<file path="config.mk">
export PLATFORM = sky130hd
export DESIGN_NAME = muldiv_unit
export DESIGN_NICKNAME = d
export VERILOG_FILES = /design/src/rtl/muldiv_unit.sv
export SDC_FILE = /design/constraint.sdc
export NUM_CORES = 1
export LEC_CHECK = 0
export BUFFER_PORTS_ARGS = -buffer_cell sky130_fd_sc_hd__buf_2
export CORE_ASPECT_RATIO = 0.8
export CORE_MARGIN = 3
export CORE_UTILIZATION = 35
export DETAILED_ROUTE_END_ITERATION = 7
export PLACE_DENSITY_LB_ADDON = 0.12
export SLEW_MARGIN = 25
export SYNTH_ARGS = -nofsm -noshare
export SYNTH_HDL_FRONTEND = slang
export SYNTH_SLANG_ARGS = --single-unit
</file>
<file path="constraint.sdc">
create_clock -name clk -period 4.6 [get_ports clk]
set_input_delay 0.46 -clock clk [delete_from_list [all_inputs] [get_ports clk]]
set_output_delay 0.46 -clock clk [all_outputs]
set_load 0.05 [all_outputs]
</file>
<file path="src/rtl/muldiv_unit.sv">
// Iterative RV32M/RV64M multiply/divide unit: radix-2 shift-add multiply,
// restoring divide, start/busy/done handshake with flush and divide-by-zero fast path.
module muldiv_unit #(
  parameter int XLEN = 32
) (
  input  logic            clk,
  input  logic            rst,
  input  logic            start,
  input  logic [2:0]      funct3,
  input  logic [XLEN-1:0] src_a,
  input  logic [XLEN-1:0] src_b,
  input  logic            flush,
  output logic            busy,
  output logic            done,
  output logic [XLEN-1:0] result
);

  localparam int CW = $clog2(XLEN) + 1;

  typedef enum logic [1:0] {IDLE, CALC, FIX, DONE} state_t;

  state_t          state_q, state_d;
  logic [2:0]      op_q, op_d;
  logic            neg_q, neg_d;
  logic [XLEN-1:0] acc_q, acc_d;
  logic [XLEN-1:0] lo_q, lo_d;
  logic [XLEN-1:0] mcand_q, mcand_d;
  logic [XLEN-1:0] result_q, result_d;
  logic [CW-1:0]   cnt_q, cnt_d;

  function automatic logic [XLEN-1:0] neg_x(input logic [XLEN-1:0] v, input logic en);
    return en ? -v : v;
  endfunction

  function automatic logic [2*XLEN-1:0] neg_w(input logic [2*XLEN-1:0] v, input logic en);
    return en ? -v : v;
  endfunction

  logic            a_signed, b_signed, sign_a, sign_b;
  logic [XLEN-1:0] abs_a, abs_b;
  logic [XLEN:0]   mul_sum;
  logic [XLEN:0]   div_shift;
  logic [XLEN-1:0] div_diff;
  logic            div_ge;
  logic [2*XLEN-1:0] prod_f;
  logic [XLEN-1:0] fix_val;

  // Operand conditioning at accept: signedness by op, then magnitude.
  assign a_signed = funct3[2] ? ~funct3[0] : (funct3[1] ^ funct3[0]);
  assign b_signed = funct3[2] ? ~funct3[0] : (funct3 == 3'b001);
  assign sign_a   = a_signed & src_a[XLEN-1];
  assign sign_b   = b_signed & src_b[XLEN-1];
  assign abs_a    = neg_x(src_a, sign_a);
  assign abs_b    = neg_x(src_b, sign_b);

  // One multiplier bit per cycle: add into the high half, shift the pair right.
  assign mul_sum  = {1'b0, acc_q} + {1'b0, (lo_q[0] ? mcand_q : {XLEN{1'b0}})};

  // Restoring step; the remainder always fits XLEN bits once the trial is resolved.
  assign div_shift = {acc_q, lo_q[XLEN-1]};
  assign div_ge    = (div_shift >= {1'b0, mcand_q});
  assign div_diff  = div_shift[XLEN-1:0] - mcand_q;

  assign prod_f = neg_w({acc_q, lo_q}, neg_q);

  always_comb begin
    fix_val = prod_f[XLEN-1:0];
    case (op_q)
      3'b000:                 fix_val = prod_f[XLEN-1:0];
      3'b001, 3'b010, 3'b011: fix_val = prod_f[2*XLEN-1:XLEN];
      3'b100, 3'b101:         fix_val = neg_x(lo_q, neg_q);
      default:                fix_val = neg_x(acc_q, neg_q);
    endcase
  end

  always_comb begin
    state_d  = state_q;
    op_d     = op_q;
    neg_d    = neg_q;
    acc_d    = acc_q;
    lo_d     = lo_q;
    mcand_d  = mcand_q;
    result_d = result_q;
    cnt_d    = cnt_q;
    if (flush) begin
      state_d = IDLE;
    end else begin
      case (state_q)
        IDLE, DONE: begin
          if (start) begin
            op_d    = funct3;
            neg_d   = (funct3[2] & funct3[1]) ? sign_a : (sign_a ^ sign_b);
            lo_d    = abs_a;
            mcand_d = abs_b;
            acc_d   = '0;
            cnt_d   = '0;
            if (funct3[2] && (src_b == '0)) begin
              state_d  = DONE;
              result_d = funct3[1] ? src_a : '1;
            end else begin
              state_d = CALC;
            end
          end else if (state_q == DONE) begin
            state_d = IDLE;
          end
        end
        CALC: begin
          if (op_q[2]) begin
            acc_d = div_ge ? div_diff : div_shift[XLEN-1:0];
            lo_d  = {lo_q[XLEN-2:0], div_ge};
          end else begin
            acc_d = mul_sum[XLEN:1];
            lo_d  = {mul_sum[0], lo_q[XLEN-1:1]};
          end
          cnt_d = cnt_q + CW'(1);
          if (cnt_q == CW'(XLEN - 1)) state_d = FIX;
        end
        FIX: begin
          result_d = fix_val;
          state_d  = DONE;
        end
        default: state_d = IDLE;
      endcase
    end
  end

  always_ff @(posedge clk or posedge rst) begin
    if (rst) begin
      state_q  <= IDLE;
      op_q     <= '0;
      neg_q    <= 1'b0;
      acc_q    <= '0;
      lo_q     <= '0;
      mcand_q  <= '0;
      result_q <= '0;
      cnt_q    <= '0;
    end else begin
      state_q  <= state_d;
      op_q     <= op_d;
      neg_q    <= neg_d;
      acc_q    <= acc_d;
      lo_q     <= lo_d;
      mcand_q  <= mcand_d;
      result_q <= result_d;
      cnt_q    <= cnt_d;
    end
  end

  assign busy   = (state_q == CALC) || (state_q == FIX);
  assign done   = (state_q == DONE);
  assign result = result_q;

endmodule

</file>
### Yosys cells after proc, flatten, opt, wreduce, memory -nomap -nowiden

Index checks and enable logic that the tools add are counted.

* add/sub/neg operators: 8
* order comparisons: 1
* equality and inequality tests: 14
* mux-type cells: 29
* bitwise logic cells: 7
* reduce and logical (&&, ||, !) cells: 14

Operators with widths (number)
* 2-to-1 mux 32 bit: 13
* case mux 32 bit (2 select lines): 3
* negator 32 bit: 4
* case mux 32 bit (3 select lines): 1
* 2-to-1 mux 64 bit: 1
* negator 64 bit: 1
* adder 32 x 32 -> 33 bit: 1
* greater-or-equal comparator 33 x 32 -> 1 bit: 1
* zero test 32 bit: 1
* subtractor 32 bit: 1
* case mux 6 bit (2 select lines): 1
* 2-to-1 mux 2 bit: 5
* adder 6 x 1 -> 6 bit (second input constant): 1
* == test 3 x 1 -> 1 bit (second input constant): 2
* == test 3 x 2 -> 1 bit (second input constant): 2
* == test 3 bit (second input constant): 2
* == test 6 x 5 -> 1 bit (second input constant): 1
* 2-to-1 mux 6 bit: 1
* case mux 2 bit (3 select lines): 1
* AND reduction 3 bit: 2
* == test 2 bit (second input constant): 2
* != test 2 bit (second input constant): 2
* != test 4 bit (second input constant): 1
* AND reduction 4 bit: 1
* other kinds (14): 22

* bits in registers: 140
* input bits: 71
* output and inout bits: 34

### Logic depth before layout (Yosys ltp)

* word-level depth: 6
* mapped depth: 15
* mapped depth without buffers: 13

### Worst setup path after synthesis

OpenSTA, ideal clock, no wires.

* path kind: flip-flop to flip-flop
* from: reg lo_q[31]
* to: reg acc_q[30]
* data arrival time: 3.211 ns
* path slack: 1.285 ns
* stages on the path, launching flop included: 13
* period minus slack after synthesis: 3.315 ns
* cell sequence: dfrtp_1 -> inv_1 -> ha_1 -> inv_1 -> fa_1 -> a211oi_1 -> o21bai_1 -> a2111oi_4 -> o21ai_2 -> a221o_1 -> a2111oi_2 -> nor4b_1 -> o41ai_2

* longest elaborated chain between the ends: 4
* elaborated cells on any way between the ends: 5
* classes of those cells: add/sub (1); order compare (1); mux (3)

RTL lines
* from (decl): line 26 `logic [XLEN-1:0] lo_q, lo_d;`
* from (signal assigned): line 142 `lo_q <= lo_d;`
* subtractor 32 bit / greater-or-equal comparator 33 x 32 -> 1 bit (equally long branches): line 62, 61
* 2-to-1 mux 32 bit (*): line 109 `acc_d = div_ge ? div_diff : div_shift[XLEN-1:0];`
* 2-to-1 mux 32 bit (*): line 108 `if (op_q[2]) begin`
* case mux 32 bit (2 select lines) (*): line 88 `case (state_q)`
* to (signal assigned): line 132 `acc_q <= '0;`
* to (signal assigned): line 141 `acc_q <= acc_d;`
* to (decl): line 25 `logic [XLEN-1:0] acc_q, acc_d;`

Every way passes the cells marked *; elsewhere a longest branch is shown, timed or not.
A chain may end at the register's enable or synchronous reset.

### Worst setup path after layout

* from: reg lo_q[0]
* to: reg acc_q[28]

* longest elaborated chain between the ends: 4

RTL lines
* 2-to-1 mux 32 bit: line 57 `assign mul_sum = {1'b0, acc_q} + {1'b0, (lo_q[0] ? mcand_q : {XLEN{1'b0}})};`
* adder 32 x 32 -> 33 bit: line 57
* 2-to-1 mux 32 bit: line 108
* case mux 32 bit (2 select lines): line 88

Every way passes these cells.

==> flow_summary.json <==
{
  "total_length_of_routed_wires_microns": 50500,
  "synth_edf_count": 0,
  "antenna_found_initial": 0,
  "status": "complete, no violations",
  "clock_tree.htree_level_count": 4,
  "placedCellCount": 2367,
  "cts_sinks": 140,
  "synth.yosys.warnings": 0,
  "post-route-period-util_pct": 84.1,
  "post_cts_resize_count": 0,
  "worst_hold_slack_ns": 0.148,
  "worst_ir_drop_vdd_uv": 375,
  "largest_net_degree_at_the_start_of_global_routing": 82,
  "clock_power_share_pct": 10.6,
  "asyncSetResetFlopFracSynth_pct": 100,
  "grt_setup_unrepaired": "no",
  "grt_pass1_wl_microns": 79000,
  "clock.fmax_mhz": 259,
  "post_cts_hold_buffer_count": 0,
  "power.internal_mw": 6.14,
  "grt_util_all_layers_pct": 23.7,
  "cp_endpoint_kind": "register",
  "crit_cells": 13,
  "slew_violations": 0,
  "synth-seq-cells": 140,
  "synth_nets": 1962,
  "cts_max_path_buffers": 2,
  "yosysSeqAreaShare_pct": 25.1,
  "total_vias_in_the_final_route": 13959,
  "dieHeight_microns": 185,
  "netlist_area_sq_um": 13900,
  "critPathCapture": "acc_q[28]$_DFFE_PP0P_",
  "report.final.hold_viol_count": 0,
  "worstReg2RegEnd": "acc_q[28]$_DFFE_PP0P_",
  "hpwlAfterDp_microns": 38700,
  "worst_setup_path_startpoint": "lo_q[0]$_DFFE_PP0P_",
  "detailedRoute.firstPassIterationCount": 5,
  "critical_path_arrival_ns": 4.22,
  "fin_worst_skew_ns": 0.0122,
  "vias_per_cell": 5.82,
  "post-route-min-period_ns": 3.87,
  "holdCritPathClass": "input pin to asynchronous set/reset pin",
  "final_layout_size_suffix_gt1_share_pct": 11.6,
  "numCtsBuffers": 17,
  "post_synth_num_cell_types": 87,
  "place.port_buffers": 104,
  "drt-wirelength-per-cell_microns": 21.1,
  "syn-mean-instance-area_sq_um": 7.68,
  "dieArea_sq_um": 42300,
  "r2r.worst_path.cells": 13,
  "globalRoute.totalOverflow": 0,
  "final_nets": 2005,
  "timing.critical_path.slowest_cell_delay_ns": 0.58,
  "critical_path.max_fanout": 27,
  "combPwrFrac_pct": 69.5,
  "path_delay_family": "compound AO/OA/AOI/OAI gates",
  "cts_post_setup_buffers_inserted": 0,
  "cp_slowest_cell": "sky130_fd_sc_hd__a211oi_1",
  "top_level_ports": 105,
  "rr_startpoint": "lo_q[0]$_DFFE_PP0P_",
  "timing.critical_path.buf_inv": 2,
  "dr.first_iter.drc_count": 1210,
  "synthToLayoutAreaGrowth_pct": 11.7,
  "number_of_failing_setup_endpoints_in_the_final_timing_report": 0,
  "cap_violations": 0,
  "power_switching_share_pct": 55.3,
  "timing.critical_path.cells": "inv_1 -> buf_4 -> nor2_1 -> ha_1 -> o211ai_1 -> a21boi_0 -> a211oi_1 -> a211oi_1 -> a31oi_1 -> nor2_1 -> a41oi_1 -> mux2i_1 -> a32o_1",
  "regToRegSetupSlack_ns": 0.73,
  "coreArea_sq_um": 38800,
  "count_of_antenna_diodes_in_the_layout": 0,
  "power.sequential.fraction_pct": 19.9,
  "slew_headroom_pct": 32.0,
  "leakage_power_summed_over_all_cells_nw": 6.86,
  "cts.reportedPaths.clkPinSlew_ns": 0.06,
  "timing.setup.critical_path_class": "register to register",
  "cts_tree": "yes",
  "finalWeightedCongestion": 0.924,
  "detail-route-antenna-nets": 0,
  "utilization_pct": 40.2,
  "clock_latency_ns": 0.46,
  "final_cell_count_no_fill": 2398,
  "cp_data_required_time_ns": 4.95,
  "crit_path_start_kind": "register",
  "final_common_cell": "sky130_fd_sc_hd__nand2_1",
  "root_buffer": "sky130_fd_sc_hd__clkbuf_16",
  "power.switching_mw": 7.61,
  "worst_pin_slew_ns": 1.01,
  "synth_flop_cell": "sky130_fd_sc_hd__dfrtp_1",
  "power_per_cell_area_nw_per_um2": 883,
  "grt_pass1_vias": 13126,
  "die_w_microns": 229,
  "timing.setup.tns_ns": 0,
  "route.detailed.drc": 0,
  "start_util_pct": 36.0,
  "mostFrequentLayoutCells": "sky130_fd_sc_hd__nand2_1 (222), sky130_fd_sc_hd__o21ai_0 (200), sky130_fd_sc_hd__dfrtp_1 (138)",
  "cells_after_synthesis": 1815,
  "rows": 64
}
-- layout make-up --
cell class,count,area (sq um)
Multi-Input combinational cell,1482,9720
Clock inverter,7,87.6
Fill cell,4081,23200
Sequential cell,140,3510
Clock buffer,24,492
Tap cell,528,661
Timing Repair Buffer,142,818
Inverter,75,287
-- stage by stage --
stage / setup WS (ns) / power, mW / area [sq um]
finish: 0.732 / 13.8 / 15600
global route: 0.412 / 14.8 / 15600
CTS: 0.749 / 13.6 / 15600
detailed placement: 0.768 / 12.1 / 15000
global placement: 0.783 / 12.1 / 15000
floorplan: 0.387 / 9.50 / 13900
-- power by group through the flow --
stage	logic (mW)	registers [mW]	clock network (mW)
6_report	9.56	2.74	1.45
5_1_grt	10.5	2.84	1.52
4_1_cts	9.43	2.72	1.47
3_5_place_dp	9.37	2.74	0
3_3_place_gp	9.34	2.73	0
2_1_floorplan	6.80	2.70	0
-- metal layers --
| metal | vias to the layer above | global-route usage, % | wire, microns |
|---|---|---|---|
| li1 | 6683 | - | - |
| met1 | 6827 | 36.0 | 25400 |
| met2 | 414 | 35.7 | 21900 |
| met3 | 35 | 3.62 | 2800 |
| met4 | 0 | 4.34 | 457 |
| met5 | - | 0 | 0 |
-- logic make-up (layout without fill, tap and decap cells) --
logic type | count (synthesis) | after routing | synth area share (%)
adders and majority gates | 76 | 76 | 6.93
DFF | 140 | 140 | 25.1
muxes | 50 | 50 | 3.66
AOI/OAI and AO/OA | 597 | 597 | 27.7
xor gates and xnor gates | 180 | 180 | 11.3
and+or+nand+nor | 579 | 579 | 19.9
buffers and inverters | 193 | 248 | 5.40
-- cells in the mapped netlist (14+ instances only) --
library cell               number  area, sq um
sky130_fd_sc_hd__nand4_1       17          106
sky130_fd_sc_hd__nand2_1      222          833
sky130_fd_sc_hd__a221o_1       14          140
sky130_fd_sc_hd__a21o_1        21          158
sky130_fd_sc_hd__dfrtp_1      140         3500
sky130_fd_sc_hd__o221ai_1      21          184
sky130_fd_sc_hd__o31ai_1       28          210
sky130_fd_sc_hd__nand3_1       31          155
sky130_fd_sc_hd__nand2b_1      16          100
sky130_fd_sc_hd__xor2_1        83          727
sky130_fd_sc_hd__nor3_1        37          185
sky130_fd_sc_hd__o211ai_1      19          143
sky130_fd_sc_hd__mux2i_1       42          420
sky130_fd_sc_hd__ha_1          74          926
sky130_fd_sc_hd__xnor2_1       97          850
sky130_fd_sc_hd__o22ai_1       23          144
sky130_fd_sc_hd__or3_1         17          106
sky130_fd_sc_hd__inv_1         74          278
sky130_fd_sc_hd__a21oi_1      117          586
sky130_fd_sc_hd__nor2_1       131          492
sky130_fd_sc_hd__a211oi_1      18          135
sky130_fd_sc_hd__and3_1        16          100
sky130_fd_sc_hd__clkbuf_1     103          387
sky130_fd_sc_hd__o21ai_0      200         1000
sky130_fd_sc_hd__a31oi_1       16          100
sky130_fd_sc_hd__or4_1         18          135
-- sequential cells by signal (all words and copies together) (netlist names) --
| register | flops |
|---|---|
| cnt_q | 6 |
| neg_q | 1 |
| lo_q | 32 |
| acc_q | 32 |
| state_q | 2 |
| result | 32 |
| op_q | 3 |
| mcand_q | 32 |
-- worst min-delay path by stage --
stage                     cells after the start  slack [ns]                    start                       to
final                                         2        0.15                      rst    result[1]$_DFFE_PP0P_
after global routing                          2        0.22                      rst    result[9]$_DFFE_PP0P_
after CTS                                     2        0.20                      rst    result[9]$_DFFE_PP0P_
after detailed placement                      2        0.47   result[21]$_DFFE_PP0P_   result[21]$_DFFE_PP0P_
after global placement                        2        0.46    result[9]$_DFFE_PP0P_    result[9]$_DFFE_PP0P_
after floorplan                               2        0.45  mcand_q[10]$_DFFE_PP0P_  mcand_q[10]$_DFFE_PP0P_
Note: power is estimated with default switching activity, not from simulation.
